**src/rtl/packet_injector.sv**
```systemverilog
// Purpose    : local-port injector for a mesh node; filters, queues, stamps and sends packets.
// Latency    : a packet accepted into an empty queue is presented two edges later; then 1 flit/cycle.
// Backpressure: o_tx_ready drops when the queue is full; a blocked flit holds until i_flit_ready.
//
// Ports:
//   i_clk, i_rst_n              clock (rising edge), asynchronous active-low reset
//   i_id                        this node's address, static after reset
//   i_tx_valid/o_tx_ready       core request handshake; o_tx_ready = queue not full
//   i_tx_dest, i_tx_data        requested destination and payload
//   o_flit_valid/i_flit_ready   router local-port handshake (o_flit_valid registered)
//   o_flit_out                  {dest, src, seq, data}
//   o_lb_valid, o_lb_data       one-cycle loopback of a self-addressed packet
//   o_drop_cnt                  saturating count of illegal-destination packets
//   o_stall_err                 sticky flag: output blocked STALL_MAX consecutive cycles
module packet_injector #(
    parameter int ADDR_SZ   = 4,
    parameter int NODES     = 9,
    parameter int DATA_SZ   = 8,
    parameter int SEQ_SZ    = 4,
    parameter int DEPTH     = 4,
    parameter int STALL_MAX = 15
) (
    input  logic                              i_clk,
    input  logic                              i_rst_n,
    input  logic [ADDR_SZ-1:0]                i_id,
    input  logic                              i_tx_valid,
    output logic                              o_tx_ready,
    input  logic [ADDR_SZ-1:0]                i_tx_dest,
    input  logic [DATA_SZ-1:0]                i_tx_data,
    output logic                              o_flit_valid,
    input  logic                              i_flit_ready,
    output logic [2*ADDR_SZ+SEQ_SZ+DATA_SZ-1:0] o_flit_out,
    output logic                              o_lb_valid,
    output logic [DATA_SZ-1:0]                o_lb_data,
    output logic [7:0]                        o_drop_cnt,
    output logic                              o_stall_err
);

    localparam int PTR_W   = $clog2(DEPTH);
    localparam int CNT_W   = PTR_W + 1;
    localparam int STALL_W = $clog2(STALL_MAX + 1);

    typedef struct packed {
        logic [ADDR_SZ-1:0] dest;
        logic [DATA_SZ-1:0] data;
    } ent_t;

    typedef struct packed {
        logic [ADDR_SZ-1:0] dest;
        logic [ADDR_SZ-1:0] src;
        logic [SEQ_SZ-1:0]  seq;
        logic [DATA_SZ-1:0] data;
    } flit_t;

    typedef enum logic {
        S_IDLE = 1'b0,
        S_SEND = 1'b1
    } state_t;

    // ------------------------------------------------------------------
    // Registers and wires
    // ------------------------------------------------------------------
    ent_t               r_mem [DEPTH];
    logic [PTR_W-1:0]   r_wr_ptr;
    logic [PTR_W-1:0]   r_rd_ptr;
    logic [CNT_W-1:0]   r_count;
    logic               r_avail;
    state_t             r_state;
    state_t             w_state_next;
    flit_t              r_flit;
    logic [SEQ_SZ-1:0]  r_seq;
    logic               r_lb_valid;
    logic [DATA_SZ-1:0] r_lb_data;
    logic [7:0]         r_drop_cnt;
    logic [STALL_W-1:0] r_stall_cnt;
    logic [STALL_W-1:0] w_stall_next;
    logic               r_stall_err;

    logic               w_tx_ready;
    logic               w_hs;
    logic               w_illegal;
    logic               w_self;
    logic               w_push;
    logic               w_load;
    logic               w_blocked;
    ent_t               w_head;

    // ------------------------------------------------------------------
    // Request side: handshake and filtering
    // ------------------------------------------------------------------
    // Ready reflects the registered count only, so a pop in the same cycle
    // never opens a slot early.
    assign w_tx_ready = (r_count < CNT_W'(DEPTH));
    assign w_hs       = i_tx_valid & w_tx_ready;
    assign w_illegal  = (32'(i_tx_dest) >= NODES);
    assign w_self     = !w_illegal && (i_tx_dest == i_id);
    assign w_push     = w_hs & !w_illegal & !w_self;
    assign w_head     = r_mem[r_rd_ptr];

    // ------------------------------------------------------------------
    // Queue storage (no reset needed: validity is tracked by r_count)
    // ------------------------------------------------------------------
    always_ff @(posedge i_clk) begin
        if (w_push) begin
            r_mem[r_wr_ptr] <= '{dest: i_tx_dest, data: i_tx_data};
        end
    end

    always_ff @(posedge i_clk or negedge i_rst_n) begin
        if (!i_rst_n) begin
            r_wr_ptr <= '0;
            r_rd_ptr <= '0;
            r_count  <= '0;
            r_avail  <= 1'b0;
        end else begin
            // DEPTH is a power of two, so pointers wrap naturally.
            if (w_push) r_wr_ptr <= r_wr_ptr + PTR_W'(1);
            if (w_load) r_rd_ptr <= r_rd_ptr + PTR_W'(1);
            case ({w_push, w_load})
                2'b10:   r_count <= r_count + CNT_W'(1);
                2'b01:   r_count <= r_count - CNT_W'(1);
                default: r_count <= r_count;
            endcase
            // Occupancy delayed by one cycle: an idle sender only starts on
            // entries that have sat in the queue for a full cycle, giving
            // the two-edge accept-to-present latency.
            r_avail <= (r_count != '0);
        end
    end

    // ------------------------------------------------------------------
    // Output FSM: state register
    // ------------------------------------------------------------------
    always_ff @(posedge i_clk or negedge i_rst_n) begin
        if (!i_rst_n) begin
            r_state <= S_IDLE;
        end else begin
            r_state <= w_state_next;
        end
    end

    // Output FSM: next state
    always_comb begin
        w_state_next = r_state;
        case (r_state)
            S_IDLE: if (r_avail) w_state_next = S_SEND;
            S_SEND: if (i_flit_ready && (r_count == '0)) w_state_next = S_IDLE;
            default: w_state_next = S_IDLE;
        endcase
    end

    // Output FSM: outputs (load strobe doubles as the queue pop)
    always_comb begin
        w_load = 1'b0;
        case (r_state)
            S_IDLE:  w_load = r_avail;
            S_SEND:  w_load = i_flit_ready && (r_count != '0);
            default: w_load = 1'b0;
        endcase
    end

    // ------------------------------------------------------------------
    // Flit register and sequence number
    // ------------------------------------------------------------------
    always_ff @(posedge i_clk or negedge i_rst_n) begin
        if (!i_rst_n) begin
            r_flit <= '0;
            r_seq  <= '0;
        end else if (w_load) begin
            r_flit <= '{dest: w_head.dest, src: i_id, seq: r_seq, data: w_head.data};
            r_seq  <= r_seq + SEQ_SZ'(1);
        end
    end

    // ------------------------------------------------------------------
    // Loopback and drop counter
    // ------------------------------------------------------------------
    always_ff @(posedge i_clk or negedge i_rst_n) begin
        if (!i_rst_n) begin
            r_lb_valid <= 1'b0;
            r_lb_data  <= '0;
            r_drop_cnt <= '0;
        end else begin
            r_lb_valid <= w_hs & w_self;
            if (w_hs && w_self) r_lb_data <= i_tx_data;
            if (w_hs && w_illegal && (r_drop_cnt != 8'hFF)) begin
                r_drop_cnt <= r_drop_cnt + 8'd1;
            end
        end
    end

    // ------------------------------------------------------------------
    // Stall watchdog: consecutive cycles with a flit presented but refused
    // ------------------------------------------------------------------
    assign w_blocked = (r_state == S_SEND) && !i_flit_ready;

    always_comb begin
        w_stall_next = '0;
        if (w_blocked) begin
            if (r_stall_cnt == STALL_W'(STALL_MAX)) w_stall_next = r_stall_cnt;
            else                                    w_stall_next = r_stall_cnt + STALL_W'(1);
        end
    end

    always_ff @(posedge i_clk or negedge i_rst_n) begin
        if (!i_rst_n) begin
            r_stall_cnt <= '0;
            r_stall_err <= 1'b0;
        end else begin
            r_stall_cnt <= w_stall_next;
            if (w_stall_next == STALL_W'(STALL_MAX)) r_stall_err <= 1'b1;
        end
    end

    // ------------------------------------------------------------------
    // Outputs
    // ------------------------------------------------------------------
    assign o_tx_ready   = w_tx_ready;
    assign o_flit_valid = (r_state == S_SEND);
    assign o_flit_out   = r_flit;
    assign o_lb_valid   = r_lb_valid;
    assign o_lb_data    = r_lb_data;
    assign o_drop_cnt   = r_drop_cnt;
    assign o_stall_err  = r_stall_err;

endmodule

```
**config.mk**
```make
export PLATFORM = sky130hd
export DESIGN_NAME = packet_injector
export DESIGN_NICKNAME = d
export VERILOG_FILES = /design/src/rtl/packet_injector.sv
export SDC_FILE = /design/constraint.sdc
export NUM_CORES = 1
export LEC_CHECK = 0
export CORE_ASPECT_RATIO = 2
export CORE_MARGIN = 8
export CORE_UTILIZATION = 49
export CTS_CLUSTER_SIZE = 8
export DETAILED_ROUTE_END_ITERATION = 8
export PLACE_DENSITY = 0.76
export SYNTH_ARGS = -nofsm -noshare
export SYNTH_HDL_FRONTEND = slang
export SYNTH_SLANG_ARGS = --single-unit
```
**constraint.sdc**
```tcl
create_clock -name i_clk -period 2 [get_ports i_clk]
set_input_delay 0.6 -clock i_clk [delete_from_list [all_inputs] [get_ports i_clk]]
set_output_delay 0.6 -clock i_clk [all_outputs]
set_load 0.01 [all_outputs]
```
==> out/qor.txt, run 1 <==
outcome: finished, final reports clean
vias in the first global route: 2549
post-layout util: 65.7%
Tightest Pin Transition: 0.437 ns
family with the most delay on the worst path: adder cells
PwrDens: 1360 mW/mm^2
Final nets: 366
CP Class: in -> reg
Die X: 81.1 um
syn nets: 272
Via density: 5.24
Achievable Freq: 0.504 GHz
element type at the critical path start: primary input
Antenna diodes: 0
MaxCap Viol Count: 0
overall routing resource usage: 14.5%
final WL: 7.87 mm
register bit total from synthesis: 103
FILL cells: 591
GRT overflow: 0
Post-synth top cells: dfrtp_1 (55), edfxtp_1 (48), mux2_2 (33)
die height: 146 um
Max stage delay cell, worst path: fa_2
fin. max-slew vios: 0
most frequent cell after synthesis: dfrtp_1
r2r startpoint: r_count[2]
RD Place Congestion: 0.826
setup TNS: 0 ns
Syn. warnings: 0
Critical path origin: i_tx_dest[2]
Worst Setup End Kind: flop
total power: 7370 uW
CP cell instances: buf_8 > or3_4 > a21bo_4 > nor2b_4 > inv_2 > ha_4 > inv_2 > fa_2 > mux2i_1
clk buf depth: 2
VDD IR max: 0.886 mV
crit path time final: 1.98 ns
placed wire-length estimate: 5.82 mm
crit share post-route: 99.2%
share of the synthesized area in the top cell type: 34.7%
first-pass GRT wire length: 12.8 mm
I/O Buffers: 59
Mapped Cells: 243
Seq/Total Area, Yosys: 67.8%
Max Fanout on Critical Path: 3
post-synth top area cell: edfxtp_1
met1 Track Usage GR: 14.6%
initial antenna violation count: 0
Starting Density: 50.5%
final setup vio count: 0
clk slew on worst S/H paths: 0.06 ns
DR iter-0 viols: 128
Worst setup endpoint: r_count[1]
H-tree depth: 3
die area: 0.0119 sq mm
RSZ-0062 raised after global routing: true
leakage power: 0.00216 uW
HP Class: in -> async
IO Pins: 60
CTS tree: yes
First-pass DRT Iterations: 4
# DRC: 0
clock skew: 0.00365 ns
total CTS buffers: 9
DR vias: 2304
area delta synth->final: 30.2%
Final Hold Fails: 0
Clock Latency Late Sink: 0.34 ns
Mean Syn Cell Area: 17.1 sq um
GR Layer Usage met2: 26.3%
TritonCTS Sinks: 103
flop2flop setup slack: 0.20 ns
most frequent CP cell: inv_2
largest cells by area after synthesis: edfxtp_1 (35%), dfrtp_1 (33%), mux2_2 (8.9%)
DP Worst Slack: -0.830 ns
Netlist cell types: 33
Root Buffer: clkbuf_16
slowest stage delay, CP: 0.43 ns
post-route ant nets: 0
largest net degree at the start of global routing: 27
met3 track demand over resource: 3.44%
final worst slack: 0.0153 ns
Post-synth ARST share: 53.4%
data required time of the worst path: 2.26 ns
CP Depth: 9
Buf+Inv Stages, Crit Path: 3
busiest grt layer: met2
Rel. slew slack: 70.9%
Syn Std Cell Area: 0.00415 sq mm
FF-to-FF End: r_count[1]
layout cells sized above 1: 32.5%
reg2reg path depth: 8
worst path arrival time: 2.24 ns
Site Rows: 47
Main synth FF type: dfrtp_1
Post-synth EDFFs: 48
Avg WL per Cell: 17.9 um
Core ar.: 0.00823 sq mm
## power by group
part	internal (uW)	switching (uW)	total, uW
Clock	836	699	1540
Sequential	2780	349	3130
Combinational	1610	1090	2700
## cell type report
class / count / area [sq um] / share of cell area, %
Timing Repair Buffer: 88 / 870 / 16.1
Tap cell: 98 / 123 / 2.27
Clock inverter: 4 / 22.5 / 0.416
Sequential cell: 103 / 2820 / 52.1
Multi-Input combinational cell: 124 / 1300 / 24.0
Inverter: 11 / 41.3 / 0.763
Clock buffer: 12 / 236 / 4.37
## cell usage in the layout, fill, tap and decap left out, types with 4 or more instances in the layout
master / synthesis / layout
clkbuf_16: 0 / 9
inv_1: 11 / 9
buf_12: 0 / 6
nor2_1: 7 / 7
nand2_1: 8 / 8
dfrtp_1: 55 / 53
xor2_1: 6 / 6
mux4_2: 12 / 12
ha_1: 8 / 7
and2_2: 0 / 4
clkdlybuf4s50_1: 0 / 47
nand3_1: 5 / 5
nand4_1: 4 / 4
edfxtp_1: 48 / 48
buf_2: 2 / 4
buf_4: 1 / 22
nor3_1: 5 / 5
xnor2_1: 13 / 12
mux2_2: 33 / 33
## metal layers
layer / routed length, um / up-vias / part of all wire [%]
li1: - / 1080 / -
met1: 2830 / 1178 / 36
met2: 4620 / 36 / 59
met3: 277 / 10 / 3.5
met4: 146 / 0 / 1.9
met5: 0 / - / 0
## timing repair
action	4_1_cts	5_1_grt
pin swaps	13	10
endpoints found under the setup margin	60	4
hold buffers	0	0
buffers inserted	5	1
resized for setup	39	6
## kinds of logic (layout without fill, tap and decap cells)
family | count (synthesis) | count (layout) | synth area share, %
AO/OA/AOI/OAI | 6 | 6 | 1.51
XOR/XNOR | 19 | 19 | 4.01
adder cells (fa/ha/maj) | 9 | 9 | 2.89
buffers and inverters | 16 | 115 | 1.78
flip-flops | 103 | 103 | 67.8
multiplexers | 48 | 48 | 16.2
AND/OR/NAND/NOR | 42 | 42 | 5.81
## worst min path at each step
stage                      from            end  slack [ns]
global placement    o_stall_err    o_stall_err        0.46
floorplan               i_rst_n  o_drop_cnt[0]        0.30
finish                  i_rst_n     o_lb_valid        0.20
global route            i_rst_n   o_lb_data[3]        0.22
CTS                     i_rst_n  o_flit_out[4]        0.21
detailed placement  o_stall_err    o_stall_err        0.48
## state kept, by name (all words and copies together), names as in the netlist
signal	count
r_count	3
r_avail	1
r_rd_ptr	2
o_lb_valid	1
r_wr_ptr	2
r_seq	4
o_lb_data	8
o_drop_cnt	8
o_flit_out	20
o_flit_valid	1
o_stall_err	1
r_stall_cnt	4
r_mem	48
## stage by stage
step / instance area (sq um) / hold WS, ns / std cells
final: 5410 / 0.198 / 440
after global routing: 5410 / 0.224 / 440
after CTS: 5410 / 0.208 / 440
after detailed placement: 5090 / 0.476 / 419
after global placement: 5090 / 0.459 / 419
after floorplan: 4160 / 0.304 / 243
Power figures use the tool's default switching activity.
==> run 2, diff against run 1 <==
- SLEW_MARGIN: unset -> 20
==> results of run 2 <==
Final layout, timing and power as in run 1 (identical DEF).
